--- src/rtl/idecoder_queue_pkg.sv ---
// Packages for the RV32I decode queue: ISA constants, decoded-entry types and the decode function.
// Defining IDECODER_QUEUE_ILLEGAL_EN adds a per-entry illegal-instruction flag to dec_instr_t.
package rvi_pkg;
  localparam logic [6:0] OPCODE_LOAD   = 7'b0000011;
  localparam logic [6:0] OPCODE_OP_IMM = 7'b0010011;
  localparam logic [6:0] OPCODE_AUIPC  = 7'b0010111;
  localparam logic [6:0] OPCODE_STORE  = 7'b0100011;
  localparam logic [6:0] OPCODE_OP     = 7'b0110011;
  localparam logic [6:0] OPCODE_LUI    = 7'b0110111;
  localparam logic [6:0] OPCODE_BRANCH = 7'b1100011;
  localparam logic [6:0] OPCODE_JALR   = 7'b1100111;
  localparam logic [6:0] OPCODE_JAL    = 7'b1101111;

  localparam logic [2:0] FUNCT3_SLL     = 3'b001;
  localparam logic [2:0] FUNCT3_SRL_SRA = 3'b101;
  localparam logic [6:0] FUNCT7_BASE    = 7'b0000000;
  localparam logic [6:0] FUNCT7_ALT     = 7'b0100000;
endpackage

package copperv_pkg;
  // Must equal the PC_WIDTH used by the queue instances.
  localparam int PC_W = 32;

  typedef enum logic [3:0] {
    LUI        = 4'd0,
    AUIPC      = 4'd1,
    JAL        = 4'd2,
    JALR       = 4'd3,
    RESERVED_4 = 4'd4,
    BRANCH     = 4'd5,
    LOAD       = 4'd6,
    STORE      = 4'd7,
    OP_IMM     = 4'd8,
    OP         = 4'd9
  } opcode_e;

  typedef struct packed {
    opcode_e         opcode;
    logic [4:0]      rs1;
    logic [4:0]      rs2;
    logic [4:0]      rd;
    logic [31:0]     imm;
    logic [9:0]      funct;
    logic [PC_W-1:0] pc;
`ifdef IDECODER_QUEUE_ILLEGAL_EN
    logic            illegal;
`endif
  } dec_instr_t;
endpackage

package idecoder_queue_pkg;
  import rvi_pkg::*;
  import copperv_pkg::*;

  function automatic dec_instr_t decode_instr(input logic [31:0] instr, input logic [PC_W-1:0] pc);
    dec_instr_t  d;
    logic [2:0]  f3;
    logic [6:0]  f7;
    logic        shift;
    logic [31:0] imm_i;
    f3    = instr[14:12];
    f7    = instr[31:25];
    shift = (f3 == FUNCT3_SLL) || (f3 == FUNCT3_SRL_SRA);
    imm_i = {{20{instr[31]}}, instr[31:20]};
    d        = '0;
    d.opcode = RESERVED_4;
    d.pc     = pc;
    case (instr[6:0])
      OPCODE_OP: begin
        d.opcode = OP;
        d.rs1    = instr[19:15];
        d.rs2    = instr[24:20];
        d.rd     = instr[11:7];
        d.funct  = {f7, f3};
      end
      OPCODE_OP_IMM: begin
        d.opcode = OP_IMM;
        d.rs1    = instr[19:15];
        d.rd     = instr[11:7];
        // Shift-immediates carry shamt in the imm field and funct3 ahead of funct7.
        if (shift) begin
          d.imm   = {27'b0, instr[24:20]};
          d.funct = {f3, f7};
        end else begin
          d.imm   = imm_i;
          d.funct = {7'b0, f3};
        end
      end
      OPCODE_JALR, OPCODE_LOAD: begin
        d.opcode = (instr[6:0] == OPCODE_JALR) ? JALR : LOAD;
        d.rs1    = instr[19:15];
        d.rd     = instr[11:7];
        d.imm    = imm_i;
        d.funct  = {7'b0, f3};
      end
      OPCODE_STORE: begin
        d.opcode = STORE;
        d.rs1    = instr[19:15];
        d.rs2    = instr[24:20];
        d.imm    = {{20{instr[31]}}, f7, instr[11:7]};
        d.funct  = {7'b0, f3};
      end
      OPCODE_BRANCH: begin
        d.opcode = BRANCH;
        d.rs1    = instr[19:15];
        d.rs2    = instr[24:20];
        d.imm    = {{19{instr[31]}}, instr[31], instr[7], instr[30:25], instr[11:8], 1'b0};
        d.funct  = {7'b0, f3};
      end
      OPCODE_LUI, OPCODE_AUIPC: begin
        d.opcode = (instr[6:0] == OPCODE_LUI) ? LUI : AUIPC;
        d.rd     = instr[11:7];
        d.imm    = {instr[31:12], 12'b0};
      end
      OPCODE_JAL: begin
        d.opcode = JAL;
        d.rd     = instr[11:7];
        d.imm    = {{11{instr[31]}}, instr[31], instr[19:12], instr[20], instr[30:21], 1'b0};
      end
      default: ;
    endcase
`ifdef IDECODER_QUEUE_ILLEGAL_EN
    d.illegal = (instr[1:0] != 2'b11) || (d.opcode == RESERVED_4)
             || ((instr[6:0] == OPCODE_OP) && (f7 != FUNCT7_BASE) && (f7 != FUNCT7_ALT))
             || ((instr[6:0] == OPCODE_OP_IMM) && (f3 == FUNCT3_SLL) && (f7 != FUNCT7_BASE))
             || ((instr[6:0] == OPCODE_OP_IMM) && (f3 == FUNCT3_SRL_SRA)
                 && (f7 != FUNCT7_BASE) && (f7 != FUNCT7_ALT));
`endif
    return d;
  endfunction
endpackage

--- src/rtl/idecoder_queue_if.sv ---
// Fetch-side and execute-side handshakes of the decode queue; slave is the queue's view.
// With IDECODER_QUEUE_ILLEGAL_EN the dec_illegal signal is added.
interface idecoder_queue_if #(
  parameter int DEPTH    = 4,
  parameter int PC_WIDTH = 32
);
  import copperv_pkg::*;
  localparam int CNT_W = $clog2(DEPTH) + 1;

  logic                instr_valid;
  logic                instr_ready;
  logic [31:0]         instr;
  logic [PC_WIDTH-1:0] instr_pc;
  logic                dec_valid;
  logic                dec_ready;
  opcode_e             dec_opcode;
  logic [4:0]          dec_rs1;
  logic [4:0]          dec_rs2;
  logic [4:0]          dec_rd;
  logic [31:0]         dec_imm;
  logic [9:0]          dec_funct;
  logic [PC_WIDTH-1:0] dec_pc;
  logic [CNT_W-1:0]    count;
`ifdef IDECODER_QUEUE_ILLEGAL_EN
  logic                dec_illegal;
`endif

  modport slave (
    input  instr_valid, instr, instr_pc, dec_ready,
    output instr_ready, dec_valid, dec_opcode, dec_rs1, dec_rs2, dec_rd,
           dec_imm, dec_funct, dec_pc, count
`ifdef IDECODER_QUEUE_ILLEGAL_EN
    , output dec_illegal
`endif
  );

  modport master (
    output instr_valid, instr, instr_pc, dec_ready,
    input  instr_ready, dec_valid, dec_opcode, dec_rs1, dec_rs2, dec_rd,
           dec_imm, dec_funct, dec_pc, count
`ifdef IDECODER_QUEUE_ILLEGAL_EN
    , input dec_illegal
`endif
  );
endinterface

--- src/rtl/idecoder_fifo.sv ---
// Synchronous FIFO of decoded entries with flush; flush wins over push and pop.
// Push while full is accepted only when a pop happens in the same cycle.
module idecoder_fifo
  import copperv_pkg::*;
#(
  parameter int DEPTH = 4
) (
  input  logic                 clk,
  input  logic                 rst,
  input  logic                 flush,
  input  logic                 push,
  input  logic                 pop,
  input  dec_instr_t           wdata,
  output dec_instr_t           rdata,
  output logic [$clog2(DEPTH):0] count
);
  localparam int AW = $clog2(DEPTH);
  localparam logic [AW:0] CNT_FULL = (AW+1)'(DEPTH);

  dec_instr_t    mem [DEPTH];
  logic [AW-1:0] wr_ptr;
  logic [AW-1:0] rd_ptr;
  logic [AW:0]   cnt;
  logic          do_push;
  logic          do_pop;

  assign do_pop  = pop && !flush && (cnt != '0);
  assign do_push = push && !flush && ((cnt < CNT_FULL) || do_pop);

  always_ff @(posedge clk) begin
    if (rst || flush) begin
      wr_ptr <= '0;
      rd_ptr <= '0;
      cnt    <= '0;
    end else begin
      if (do_push) wr_ptr <= wr_ptr + AW'(1);
      if (do_pop)  rd_ptr <= rd_ptr + AW'(1);
      case ({do_push, do_pop})
        2'b10:   cnt <= cnt + (AW+1)'(1);
        2'b01:   cnt <= cnt - (AW+1)'(1);
        default: ;
      endcase
    end
  end

  // Storage needs no reset; occupancy alone decides what is visible.
  always_ff @(posedge clk) begin
    if (do_push) mem[wr_ptr] <= wdata;
  end

  assign rdata = mem[rd_ptr];
  assign count = cnt;
endmodule

--- src/rtl/idecoder_queue.sv ---
// RV32I decode stage: decodes accepted words, queues them and presents the head downstream.
// IDECODER_QUEUE_ILLEGAL_EN adds dec_illegal to the downstream interface.
module idecoder_queue
  import copperv_pkg::*;
  import idecoder_queue_pkg::*;
#(
  parameter int DEPTH    = 4,
  parameter int PC_WIDTH = 32
) (
  input  logic            clk,
  input  logic            rst,
  input  logic            flush,
  idecoder_queue_if.slave bus
);
  localparam int CNT_W = $clog2(DEPTH) + 1;

  dec_instr_t       wr_entry;
  dec_instr_t       head;
  dec_instr_t       head_out;
  logic [CNT_W-1:0] cnt;
  logic             push;
  logic             pop;

  // A full queue still accepts when the head leaves in the same cycle.
  assign bus.instr_ready = !flush && ((cnt < CNT_W'(DEPTH)) || bus.dec_ready);
  assign bus.dec_valid   = (cnt != '0);
  assign push            = bus.instr_valid && bus.instr_ready;
  assign pop             = bus.dec_valid && bus.dec_ready;

  assign wr_entry = decode_instr(bus.instr, PC_W'(bus.instr_pc));

  idecoder_fifo #(.DEPTH(DEPTH)) u_fifo (
    .clk   (clk),
    .rst   (rst),
    .flush (flush),
    .push  (push),
    .pop   (pop),
    .wdata (wr_entry),
    .rdata (head),
    .count (cnt)
  );

  always_comb begin
    head_out        = '0;
    head_out.opcode = RESERVED_4;
    if (bus.dec_valid) head_out = head;
  end

  assign bus.dec_opcode = head_out.opcode;
  assign bus.dec_rs1    = head_out.rs1;
  assign bus.dec_rs2    = head_out.rs2;
  assign bus.dec_rd     = head_out.rd;
  assign bus.dec_imm    = head_out.imm;
  assign bus.dec_funct  = head_out.funct;
  assign bus.dec_pc     = PC_WIDTH'(head_out.pc);
  assign bus.count      = cnt;
`ifdef IDECODER_QUEUE_ILLEGAL_EN
  assign bus.dec_illegal = head_out.illegal;
`endif
endmodule

--- src/flat_wrapper.sv ---
// flat-port wrapper written by rule: the top's interface ports become plain ports
module idecoder_queue_flat import copperv_pkg::*; import idecoder_queue_pkg::*;
#(
  parameter int DEPTH    = 4,
  parameter int PC_WIDTH = 32
)
  (clk, rst, flush, bus_instr_valid, bus_instr, bus_instr_pc, bus_dec_ready, bus_instr_ready, bus_dec_valid, bus_dec_opcode, bus_dec_rs1, bus_dec_rs2, bus_dec_rd, bus_dec_imm, bus_dec_funct, bus_dec_pc, bus_count);
  idecoder_queue_if #(.DEPTH(DEPTH), .PC_WIDTH(PC_WIDTH)) bus_i ();
  input  logic clk;
  input  logic rst;
  input  logic flush;
  input wire logic [$bits(bus_i.instr_valid)-1:0] bus_instr_valid;
  input wire logic [$bits(bus_i.instr)-1:0] bus_instr;
  input wire logic [$bits(bus_i.instr_pc)-1:0] bus_instr_pc;
  input wire logic [$bits(bus_i.dec_ready)-1:0] bus_dec_ready;
  output wire logic [$bits(bus_i.instr_ready)-1:0] bus_instr_ready;
  output wire logic [$bits(bus_i.dec_valid)-1:0] bus_dec_valid;
  output wire logic [$bits(bus_i.dec_opcode)-1:0] bus_dec_opcode;
  output wire logic [$bits(bus_i.dec_rs1)-1:0] bus_dec_rs1;
  output wire logic [$bits(bus_i.dec_rs2)-1:0] bus_dec_rs2;
  output wire logic [$bits(bus_i.dec_rd)-1:0] bus_dec_rd;
  output wire logic [$bits(bus_i.dec_imm)-1:0] bus_dec_imm;
  output wire logic [$bits(bus_i.dec_funct)-1:0] bus_dec_funct;
  output wire logic [$bits(bus_i.dec_pc)-1:0] bus_dec_pc;
  output wire logic [$bits(bus_i.count)-1:0] bus_count;
  assign bus_i.instr_valid = bus_instr_valid;
  assign bus_i.instr = bus_instr;
  assign bus_i.instr_pc = bus_instr_pc;
  assign bus_i.dec_ready = bus_dec_ready;
  assign bus_instr_ready = bus_i.instr_ready;
  assign bus_dec_valid = bus_i.dec_valid;
  assign bus_dec_opcode = bus_i.dec_opcode;
  assign bus_dec_rs1 = bus_i.dec_rs1;
  assign bus_dec_rs2 = bus_i.dec_rs2;
  assign bus_dec_rd = bus_i.dec_rd;
  assign bus_dec_imm = bus_i.dec_imm;
  assign bus_dec_funct = bus_i.dec_funct;
  assign bus_dec_pc = bus_i.dec_pc;
  assign bus_count = bus_i.count;
  idecoder_queue #(.DEPTH(DEPTH), .PC_WIDTH(PC_WIDTH)) u_core (.clk(clk), .rst(rst), .flush(flush), .bus(bus_i));
endmodule
--- config.mk ---
export PLATFORM = sky130hd
export DESIGN_NAME = idecoder_queue_flat
export DESIGN_NICKNAME = d
export VERILOG_FILES = /design/src/rtl/idecoder_queue_pkg.sv /design/src/rtl/idecoder_queue_if.sv /design/src/rtl/idecoder_fifo.sv /design/src/rtl/idecoder_queue.sv /design/src/flat_wrapper.sv
export SDC_FILE = /design/constraint.sdc
export NUM_CORES = 1
export LEC_CHECK = 0
export CAP_MARGIN = 20
export CORE_MARGIN = 4
export CORE_UTILIZATION = 61
export DETAILED_ROUTE_END_ITERATION = 10
export PLACE_DENSITY_LB_ADDON = 0.08
export SLEW_MARGIN = 20
export SYNTH_ARGS = -nofsm -noshare
export SYNTH_HDL_FRONTEND = slang
export SYNTH_HIERARCHICAL = 1
export SYNTH_SLANG_ARGS = --single-unit
--- constraint.sdc ---
create_clock -name clk -period 9.1 [get_ports clk]
set_input_delay 1.82 -clock clk [delete_from_list [all_inputs] [get_ports clk]]
set_output_delay 1.82 -clock clk [all_outputs]
set_load 0.01 [all_outputs]
=== Word level (Yosys, flattened, before mapping) ===
Memory sizes are Yosys's and may differ from the RTL's. A register that Yosys moved wholly into a read port is not among the register bits.
Cells that the tools add are included.

* Register bits: 7
* Bits in writable memories: 372
* Output and inout port bits: 98
* Memories: 1

* Add/sub/neg operators: 4
* Magnitude comparators: 1
* Equality and inequality tests: 13
* Mux-type cells: 15
* Reduce and logical (&&, ||, !) cells: 20

{| class="wikitable"
|+ Memory list
! name !! words !! bits a word !! rd ports !! clocked after Yosys merged registers in !! write ports !! RTL line !! text
|-
| u_core.u_fifo.mem || 4 || 93 || 1 || 1 || 1 || idecoder_fifo.sv:20 || <nowiki>dec_instr_t mem [DEPTH];</nowiki>
|}

{| class="wikitable"
|+ Operators by type and width
! cell !! number
|-
| $pmux 32 s6 || 1
|-
| $mux 93 || 1
|-
| $mux 42 || 1
|-
| $pmux 10 s3 || 1
|-
| $pmux 4 s7 || 1
|-
| $eq 7x6->1 const B || 3
|-
| $eq 7x7->1 const B || 3
|-
| $mux 5 || 3
|-
| $eq 7x5->1 const B || 2
|-
| $eq 7x2->1 const B || 1
|-
| $logic_and 1x1->1 || 7
|-
| $reduce_or 7->1 || 1
|-
| $pmux 3 s2 || 1
|-
| $reduce_or 6->1 || 1
|-
| $add 2x1->2 const B || 2
|-
| $logic_or 1x1->1 || 4
|-
| $mux 2 || 2
|-
| $reduce_or 2->1 || 2
|-
| $reduce_or 4->1 || 1
|-
| $add 3x1->3 const B || 1
|-
| $eq 3x1->1 const B || 1
|-
| $eq 3x3->1 const B || 1
|-
| $lt 3x3->1 const B || 1
|-
| $mux 1 || 3
|-
| 8 further kinds || 8
|}

=== Longest topological paths before layout ===
Gate-level depths: netlist of run 1.

* Depth after elaboration: 8
* Gate-level depth with buffers: 12
* Gate-level depth less buffers: 12

=== Cells and area by module ===
Netlist of run 1, hierarchy kept.

{| class="wikitable"
|+ Modules (own cells, without submodules)
! module !! instances !! cells each !! area an instance (um2) !! sequential area each (um2)
|-
| idecoder_fifo || 1 || 538 || 13,885.8 || 11,350.9
|-
| idecoder_queue || 1 || 242 || 1,537.7 || 0.0
|}

=== Worst setup path after synthesis of run 1 ===
OpenSTA, ideal clock, no wires.

* Path kind: input port to flip-flop
* From: input port bus_dec_ready
* To: memory u_core/u_fifo/mem[0][0] in the netlist's numbering, enable pin
* Setup time: 0.462 ns
* Data arrival time: 4.843 ns
* Required time: 8.638 ns
* Slack: 3.795 ns
* Cell stages on the path: 6
* Cells stage by stage: inv_1 > a21oi_1 > and2_1 > inv_1 > nor3_1 > and2_1

* Word-level cells in the longest chain between the ends: 7

{| class="wikitable"
|+ Ends and longest elaborated chain
! what !! RTL line !! text
|-
| start, declared || flat_wrapper.sv:15 || <nowiki>input wire logic [$bits(bus_i.dec_ready)-1:0] bus_dec_ready;</nowiki>
|-
| $logic_or 1x1->1 || idecoder_queue.sv:25 || <nowiki>assign bus.instr_ready = !flush && ((cnt < CNT_W'(DEPTH)) || bus.dec_ready);</nowiki>
|-
| $logic_and 1x1->1 || idecoder_queue.sv:25 ||
|-
| net bus_instr_ready || flat_wrapper.sv:16 || <nowiki>output wire logic [$bits(bus_i.instr_ready)-1:0] bus_instr_ready;</nowiki>
|-
| $logic_and 1x1->1 || idecoder_queue.sv:27 || <nowiki>assign push = bus.instr_valid && bus.instr_ready;</nowiki>
|-
| net u_core.push || idecoder_queue.sv:21 || <nowiki>logic push;</nowiki>
|-
| $logic_and 1x1->1 (2 in a row) || idecoder_fifo.sv:28 || <nowiki>assign do_push = push && !flush && ((cnt < CNT_FULL) || do_pop);</nowiki>
|-
| $mux 1 || idecoder_fifo.sv:48 || <nowiki>if (do_push) mem[wr_ptr] <= wdata;</nowiki>
|-
| $mux 1 (implied by the code) || idecoder_fifo.sv:48 ||
|-
| end, declared || idecoder_fifo.sv:20 ||
|}

The timed path passes the listed nets, and every way through them passes these cells.

==> metrics.md, run 1 <==
| Metric | Value |
|---|---|
| Final nets | `1,029` |
| Status | `completed` |
| Synth async-reset ratio | `0` |
| Final Skew | `0.00991 ns` |
| #FFs+latches synth | `381` |
| Worst path required time | `7.28 ns` |
| Cell variety after synth | `47` |
| Vias/cell | `6.05` |
| Dpl ws | `4.00 ns` |
| Avg Synthesized Cell Area | `19.8 µm²` |
| WS Path Type | `reg2out` |
| Mux cell area share after synthesis | `0.136` |
| Die span in y | `167 µm` |
| Max Clk Rate | `0.191 GHz` |
| Post-synthesis compound-gate area fraction | `0.0314` |
| Final setup margin | `3.88 ns` |
| Die area | `27,900 µm²` |
| GRT Overall Usage | `0.225` |
| Chip Width | `167 µm` |
| Resized Gates After CTS | `0` |
| DRT antenna net count | `0` |
| Ys flop type | `edfxtp_1` |
| Starting density of the core | `0.627` |
| Crit path max fanout | `52` |
| CTS root buffer | `clkbuf_16` |
| WL final | `30,900 µm` |
| Max_cap viols | `0` |
| Power per Cell Area | `190 nW/µm²` |
| Port Buffers | `166` |
| Arr. time, crit path | `3.40 ns` |
| Synth top area share | `0.724` |
| Adder-cell share of the synthesized area | `0.00535` |
| Area grow syn2layout | `19.9%` |
| Largest net degree at the start of global routing | `69` |
| Post-CTS setup buffer count | `0` |
| Register area share after synthesis | `0.736` |
| First-pass GRT wire length | `48,800 µm` |
| Synthesized net count | `855` |
| Clock slew at reported path FFs | `0.06 ns` |
| Row count | `57` |
| Worst-Skew Late Latency | `0.52 ns` |
| # DRC | `0` |
| Core area | `24,600 µm²` |
| GRT Residual Overflow | `0` |
| VDD IR max | `0.159 mV` |
| Critical Path Source Type | `flop` |
| Endpoints failing setup | `0` |
| Hold crit path type | `reg2reg` |
| Synthesized cell area | `15,400 µm²` |
| RSZ-0062 raised after global routing | `no` |
| DRT iter0 DRCs | `709` |
| Number of flops mapped to enable cells by yosys | `372` |
| Via Count | `7,913` |
| I/O pin count | `167` |
| Final Hold Viols | `0` |
| Leak | `5.63 nW` |
| Initial antenna violation count | `1` |
| Hold path depth | `2` |
| Clk buf depth | `3` |
| Flop2flop setup slack | `5.33 ns` |
| Avg WL per Cell | `23.7 µm` |
| Dominant cell by count in the synthesized netlist | `edfxtp_1` |
| XOR/XNOR share of the synthesized area | `0.00227` |
| Antenna Cells | `0` |
| Final HPWL DP | `18,300 µm` |
| CTS buffer count | `38` |
| Largest family of logic cells by synthesized area | `multiplexers` |
| CTS tree | `done` |
| Syn Inst Count | `780` |
| CTS Hold Bufs | `0` |
| Pins Over Slew Limit | `0` |
| CP endpoint kind | `output pin` |
| Tightest Pin Transition | `1.05 ns` |
| Setup_tns | `0 ns` |
| Clock sink count | `381` |
| DRT Pass-1 Iters | `6` |
| Fraction of layout cells with a size suffix above 1 | `0.173` |
| Most frequent cells after synthesis | `edfxtp_1, and2_1, mux4_2, nand2_1` |
| Post-Synth Simple-Gate Area | `0.0699` |
| Hold Slack | `0.543 ns` |
| Worst rel slew slack | `0.300` |
| Cell taking the most area after synthesis | `edfxtp_1` |
| Synth area leaders | `edfxtp_1, mux4_2, and2_1` |
| Htree depth | `2` |
| Final Cycle Share | `0.574` |
| Vias in the first global route | `8,398` |
| Reg2reg path depth | `6` |
| Routability cong. | `0.834` |
| YS warnings | `6` |
| Final min period | `5.22 ns` |
-- sequential cells by signal, summed over array words and instances, names as in the netlist, named ones only --
register and cells:
u_core/u_fifo/mem 372, u_core/u_fifo/rd_ptr 2, u_core/u_fifo/wr_ptr 2, u_core/u_fifo/count 3
-- cell usage in the layout (no fill, tap or decap), types with 2 or more instances in the layout --
master / n
clkinv_1: 9
clkdlybuf4s50_1: 166
or3_1: 3
edfxtp_1: 372
buf_4: 7
o31ai_1: 4
clkbuf_1: 11
a21oi_1: 7
dfxtp_1: 7
a21o_1: 9
nand2b_1: 4
clkbuf_16: 41
nand3b_1: 2
nand2_1: 15
a21oi_2: 2
mux4_2: 93
o21ai_1: 12
and2_1: 110
nor2b_1: 10
nor3b_1: 3
nor2_1: 14
dfxtp_4: 2
and2_4: 4
ha_1: 5
a22o_1: 9
xor2_1: 4
nor3_1: 4
clkinv_2: 6
inv_1: 12
o21ai_0: 6
a31oi_1: 4
nor3_2: 2
a32o_1: 2
-- worst max-delay path: stages (launching register included) --
cell and delay [ns]:
dfxtp_4 0.89, buf_6 0.68, mux4_2 0.60, and2_1 0.17, clkdlybuf4s50_1 0.49
-- layer usage --
metal | track usage | share of wire
met1 | 0.315 | 0.40
met5 | 0 | 0.00026
met3 | 0.0391 | 0.069
met2 | 0.377 | 0.51
met4 | 0.0573 | 0.021
-- path summary, 6_finish.rpt --
kind,startpoint,to
worst max register to register,u_core/u_fifo/count[2],u_core/u_fifo/mem[3][48]
worst min register to register,u_core/u_fifo/rd_ptr[1],u_core/u_fifo/rd_ptr[1]
worst min-delay path,u_core/u_fifo/rd_ptr[1],u_core/u_fifo/rd_ptr[1]
worst max-delay path,flop,bus_dec_imm[22]
-- cells by family (layout without fill, tap and decap cells) --
kind of cell | count (synthesis) | after routing
flops | 381 | 381
compound gates | 64 | 64
fa+ha+maj | 6 | 6
simple gates | 179 | 179
xor+xnor | 4 | 4
mux | 93 | 93
buf+inv | 53 | 256
-- layout make-up --
type | instances | area (µm²)
Fill cell | 1427 | 6110
Clock buffer | 52 | 1070
Sequential cell | 381 | 11400
Multi-Input combinational cell | 346 | 3790
Tap cell | 324 | 405
Clock inverter | 17 | 101
Inverter | 13 | 48.8
Timing Repair Buffer | 174 | 1730
-- stage by stage --
stage,cells,total power [W],util,instance area [µm²]
floorplan,780,0.00203,-,15400
global placement,1238,0.00210,0.704,17300
detailed placement,1238,0.00210,0.704,17300
CTS,1307,0.00355,0.751,18500
global route,1307,0.00364,0.752,18500
finish,1307,0.00352,0.752,18500
-- where the power goes --
part	internal (W)	switching, W	total [W]
logic	0.0000669	0.0000642	0.000131
clock network	0.000849	0.000602	0.00145
registers	0.00193	0.00000470	0.00194
Note: power is estimated with default switching activity, not from simulation.
==> run 2: changes to the inputs <==
CORE_UTILIZATION = 51   (was 61)
clock period = 4.7 ns   (was 9.1 ns; I/O delays follow)
==> run 2 against run 1 <==
Net effect:
- sequential power grew 93%
- worst hold slack lost 0.0099 ns
- routed wire length grew 6.1%
- via count grew 0.88%
- largest power group unchanged
- sequential share of layout area shrank 1.1 points
- critical path type unchanged
==> metrics.md, run 2 (same netlist as run 1, synthesis figures left out) <==
| Metric | Value |
|---|---|
| Pins Over Slew Limit | `0` |
| Setup_tns | `0 ns` |
| # DRC | `0` |
| CTS root buffer | `clkbuf_16` |
| Tightest Pin Transition | `0.911 ns` |
| Met3 wire length | `1950 µm` |
| Die area | `33,100 µm²` |
| CTS Hold Bufs | `0` |
| GRT Residual Overflow | `0` |
| Hold path depth | `2` |
| Via Count | `7,983` |
| CTS tree | `done` |
| Max stage delay on crit path | `0.70 ns` |
| Resized Gates After CTS | `0` |
| Status | `completed` |
| RSZ-0062 raised after global routing | `no` |
| Die span in y | `182 µm` |
| Final Skew | `0.00794 ns` |
| First-pass GRT wire length | `50,000 µm` |
| Worst rel slew slack | `0.393` |
| Leak | `5.76 nW` |
| Critical Path Source Type | `flop` |
| Largest net degree at the start of global routing | `54` |
| Clk pwr share | `0.430` |
| Vias/cell | `5.76` |
| Final setup margin | `0.782 ns` |
| Switch share | `0.188` |
| Dpl ws | `0.945 ns` |
| DRT Pass-1 Iters | `5` |
| Hold Slack | `0.533 ns` |
| Largest Register | `u_core/u_fifo/mem` |
| Power per Cell Area | `374 nW/µm²` |
| Commonest non-fill, non-tap cell in the layout | `edfxtp_1` |
| Top Metal Used | `met5` |
| Comb power frac | `0.037` |
| Initial antenna violation count | `1` |
| Hold crit path type | `reg2reg` |
| Core area | `29,700 µm²` |
| Htree depth | `2` |
| Fraction of layout cells with a size suffix above 1 | `0.184` |
| Flop pwr share | `0.533` |
| Chip Width | `182 µm` |
| DRT antenna net count | `0` |
| P_sw | `0.00132 W` |
| Post-placement cell count | `1,314` |
| WS Path Type | `reg2out` |
| Max reg flops | `372` |
| Final Cycle Share | `0.834` |
| Port Buffers | `166` |
| GRT Overall Usage | `0.196` |
| CP top delay family | `buffers and inverters` |
| Worst-Skew Late Latency | `0.51 ns` |
| Crit path max fanout | `42` |
| Reg2reg path depth | `11` |
| Antenna Cells | `0` |
| Routability cong. | `0.851` |
| Avg WL per Cell | `23.7 µm` |
| Area grow syn2layout | `22.0%` |
| Slowest cell on crit path | `or3_2` |
| Max Clk Rate | `0.255 GHz` |
| Vias in the first global route | `8,298` |
| Crit path depth | `4` |
| WL final | `32,800 µm` |
| Cell chain of the critical path | `or3_2 -> buf_4 -> and2_1 -> clkdlybuf4s50_1` |
| Worst path required time | `3.76 ns` |
| VDD IR max | `0.294 mV` |
| Wl on met1 | `14,100 µm` |
| P_int | `0.00571 W` |
| Final core occ | `0.633` |
| Post-CTS setup buffer count | `0` |
| Non-Filler Instances | `1,385` |
| Endpoints failing setup | `0` |
| Max_cap viols | `0` |
| Final min period | `3.92 ns` |
| Final HPWL DP | `20,800 µm` |
| Clock slew at reported path FFs | `0.06 ns` |
| Final nets | `1,040` |
| Arr. time, crit path | `2.98 ns` |
| Clk buf depth | `3` |
| CP endpoint kind | `output pin` |
| Commonest cells after routing, fill and taps aside | `edfxtp_1, clkdlybuf4s50_1, and2_1` |
| Clock sink count | `381` |
| Bufs and invs on worst path | `2` |
| CTS buffer count | `39` |
| Row count | `63` |
| Met2 wire len | `16,100 µm` |
| Starting density of the core | `0.519` |
| DRT iter0 DRCs | `634` |
| Final Hold Viols | `0` |
| I/O pin count | `167` |
[run 2: cell types whose count changed in the layout (fill, tap and decap cells not counted), sizes merged]
cell      previous run  this run
buf                  8        18
bufinv               1         4
clkbuf              52        53
clkinv              15        14
clkinvlp             1         0
[run 2: through the flow]
stage | total power, W | area, µm²
after floorplan | 0.00393 | 15400
after global placement | 0.00408 | 17600
after detailed placement | 0.00409 | 17600
after CTS | 0.00711 | 18800
after global routing | 0.00728 | 18800
final | 0.00704 | 18800
[run 2: final cells by class]
cell class | instances | area (µm²)
sequential | 381 | 11400
fill | 2070 | 10900
multi-input combinational | 346 | 3790
timing repair buffer | 184 | 1870
clock buffer | 53 | 1090
tap | 390 | 488
clock inverter | 18 | 179
inverter | 13 | 48.8
[run 2: per-layer routing]
metal / vias to the layer above / track usage
li1: 3485 / -
met1: 4156 / 0.282
met2: 288 / 0.320
met3: 52 / 0.0335
met4: 2 / 0.0471
met5: - / 0
[run 2: tightest hold or removal path: stages, from the launching register on]
cell and delay, ns:
dfxtp_1 0.34, xor2_1 0.09, nor2_1 0.07
[run 2: power groups by stage]
stage	sequential [W]	clock, W	combinational (W)
floorplan	0.00382	0	0.000107
global placement	0.00382	0	0.000260
detailed placement	0.00382	0	0.000265
CTS	0.00375	0.00310	0.000267
global route	0.00375	0.00324	0.000282
finish	0.00375	0.00302	0.000263
[run 2: worst paths after layout]
kind                                               from                       to  slack, ns
worst max register to register   u_core/u_fifo/count[1]   u_core/u_fifo/count[2]       1.20
worst max-delay path             u_core/u_fifo/count[2]           bus_dec_rs2[2]       0.78
worst min-delay path            u_core/u_fifo/rd_ptr[0]  u_core/u_fifo/rd_ptr[0]       0.53
worst min register to register  u_core/u_fifo/rd_ptr[0]  u_core/u_fifo/rd_ptr[0]       0.53
==> run 3: changes to the inputs <==
CORE_UTILIZATION = 56   (was 51)
clock period = 3.7 ns   (was 4.7 ns; I/O delays follow)
==> run 3 against run 2 <==
Net effect:
- sequential cell count is the same
- critical path depth stayed put
- sequential power up 27%
- die area down 8.5%
- worst setup slack got worse by 0.55 ns
==> metrics.md, run 3 (same netlist as run 1, synthesis figures left out) <==
| Metric | Value |
|---|---|
| Status | `completed` |
| Resized Gates After CTS | `0` |
| Pins Over Slew Limit | `0` |
| CTS buffer count | `38` |
| Leak | `5.73 nW` |
| Slowest cell on crit path | `mux4_2` |
| DRT antenna net count | `0` |
| Commonest cells after routing, fill and taps aside | `edfxtp_1, clkdlybuf4s50_1, and2_1` |
| CTS Hold Bufs | `0` |
| Met3 wire length | `1980 µm` |
| Commonest non-fill, non-tap cell in the layout | `edfxtp_1` |
| Top Metal Used | `met5` |
| CP top delay family | `buffers and inverters` |
| GRT Residual Overflow | `0` |
| Port Buffers | `166` |
| Clock slew at reported path FFs | `0.07 ns` |
| Chip Width | `174 µm` |
| Antenna Cells | `0` |
| Core area | `27,000 µm²` |
| Worst rel slew slack | `0.355` |
| CTS tree | `done` |
| Tightest Pin Transition | `0.968 ns` |
| RSZ-0062 raised after global routing | `no` |
| Crit path max fanout | `18` |
| Starting density of the core | `0.571` |
| Max_cap viols | `0` |
| # DRC | `0` |
| I/O pin count | `167` |
| Largest Register | `u_core/u_fifo/mem` |
| Worst path required time | `2.96 ns` |
| Final HPWL DP | `19,400 µm` |
| Max reg flops | `372` |
| DRT iter0 DRCs | `690` |
| Worst hold start | `u_core/u_fifo/rd_ptr[1]` |
| Area grow syn2layout | `21.7%` |
| Hold crit path type | `reg2reg` |
| Worst-Skew Late Latency | `0.53 ns` |
| Avg WL per Cell | `23.4 µm` |
| GRT Overall Usage | `0.209` |
| Wl on met1 | `12,600 µm` |
| Vias/cell | `5.88` |
| Routability cong. | `0.803` |
| First-pass GRT wire length | `49,300 µm` |
| Via Count | `7,830` |
| P_int | `0.00700 W` |
| Clk buf depth | `3` |
| FF/Latch Area | `11,400 µm²` |
| WL final | `31,200 µm` |
| Post-CTS setup buffer count | `0` |
| Clock sink count | `381` |
| Row count | `60` |
| Final min period | `3.47 ns` |
| Final Cycle Share | `0.937` |
| CP endpoint kind | `output pin` |
| Die area | `30,300 µm²` |
| P_sw | `0.00172 W` |
| Final Hold Viols | `0` |
| Initial antenna violation count | `1` |
| Met2 wire len | `16,000 µm` |
| Max Clk Rate | `0.288 GHz` |
| Cell chain of the critical path | `buf_4 -> mux4_2 -> and2_1 -> clkdlybuf4s50_1` |
| Arr. time, crit path | `2.73 ns` |
| Critical Path Source Type | `flop` |
| WS Path Type | `reg2out` |
| CTS root buffer | `clkbuf_16` |
| Comb power frac | `0.038` |
| VDD IR max | `0.441 mV` |
| Power per Cell Area | `465 nW/µm²` |
| R2r startpoint | `u_core/u_fifo/count[1]` |
| # fillers | `1,730` |
| Bufs and invs on worst path | `2` |
| Area taken by multi-input logic gates | `3790 µm²` |
| Max stage delay on crit path | `0.57 ns` |
| Setup_tns | `0 ns` |
| Overall Power | `0.00872 W` |
| Final nets | `1,039` |
| Vias in the first global route | `8,553` |
| Clk pwr share | `0.416` |
| Fraction of layout cells with a size suffix above 1 | `0.192` |
| Htree depth | `2` |
| Die span in y | `174 µm` |
| Endpoints failing setup | `0` |
| Switch share | `0.198` |
| Flop pwr share | `0.546` |
| DRT Pass-1 Iters | `5` |
| Largest net degree at the start of global routing | `95` |
| Final Skew | `0.0327 ns` |
run 3: cell types whose count changed in the layout (fill, tap and decap cells not counted), sizes merged:
| cell | previous run | this run |
|---|---|---|
| clkinv | 14 | 15 |
| clkbuf | 53 | 42 |
| bufinv | 4 | 2 |
| clkinvlp | 0 | 4 |
| inv | 13 | 16 |
run 3: stage by stage:
step	utilization	instance area, µm²	worst slack (ns)	hold WS (ns)	cells
floorplan	-	15400	0.490	0.485	780
global placement	0.650	17600	0.505	0.519	1265
detailed placement	0.650	17600	0.343	0.522	1265
CTS	0.694	18800	0.163	0.537	1331
global route	0.694	18800	0.0494	0.572	1331
finish	0.694	18800	0.233	0.540	1331
run 3: cell type report:
type,count,area share
clock buffer,42,0.0526
tap,341,0.0227
timing repair buffer,184,0.104
inverter,13,0.00260
sequential,381,0.605
clock inverter,24,0.0105
multi-input combinational,346,0.202
run 3: worst paths after layout:
kind,slack [ns],cells after the start,to
setup / recovery,0.23,4,bus_dec_funct[2]
hold / removal,0.54,2,u_core/u_fifo/rd_ptr[1]
setup reg to reg,0.81,11,u_core/u_fifo/count[2]
hold reg to reg,0.54,2,u_core/u_fifo/rd_ptr[1]
run 3: layer usage:
metal  vias to the layer above  global-route usage
met5                         -                   0
met4                         2              0.0515
met3                        44              0.0455
met2                       282               0.350
met1                      4013               0.286
li1                       3489                   -
run 3: tightest hold or removal path, delay by kind of cell (launching register included):
kind	cells	cell delay (ns)
flip-flops	1	0.32
AND/OR/NAND/NOR	1	0.11
XOR/XNOR	1	0.06
run 3: power by group through the flow:
| stage | registers (W) | logic, W | clock network, W |
|---|---|---|---|
| 6_report | 0.00476 | 0.000331 | 0.00363 |
| 2_1_floorplan | 0.00485 | 0.000136 | 0 |
| 3_5_place_dp | 0.00485 | 0.000333 | 0 |
| 4_1_cts | 0.00476 | 0.000335 | 0.00372 |
| 5_1_grt | 0.00476 | 0.000356 | 0.00393 |
| 3_3_place_gp | 0.00485 | 0.000325 | 0 |
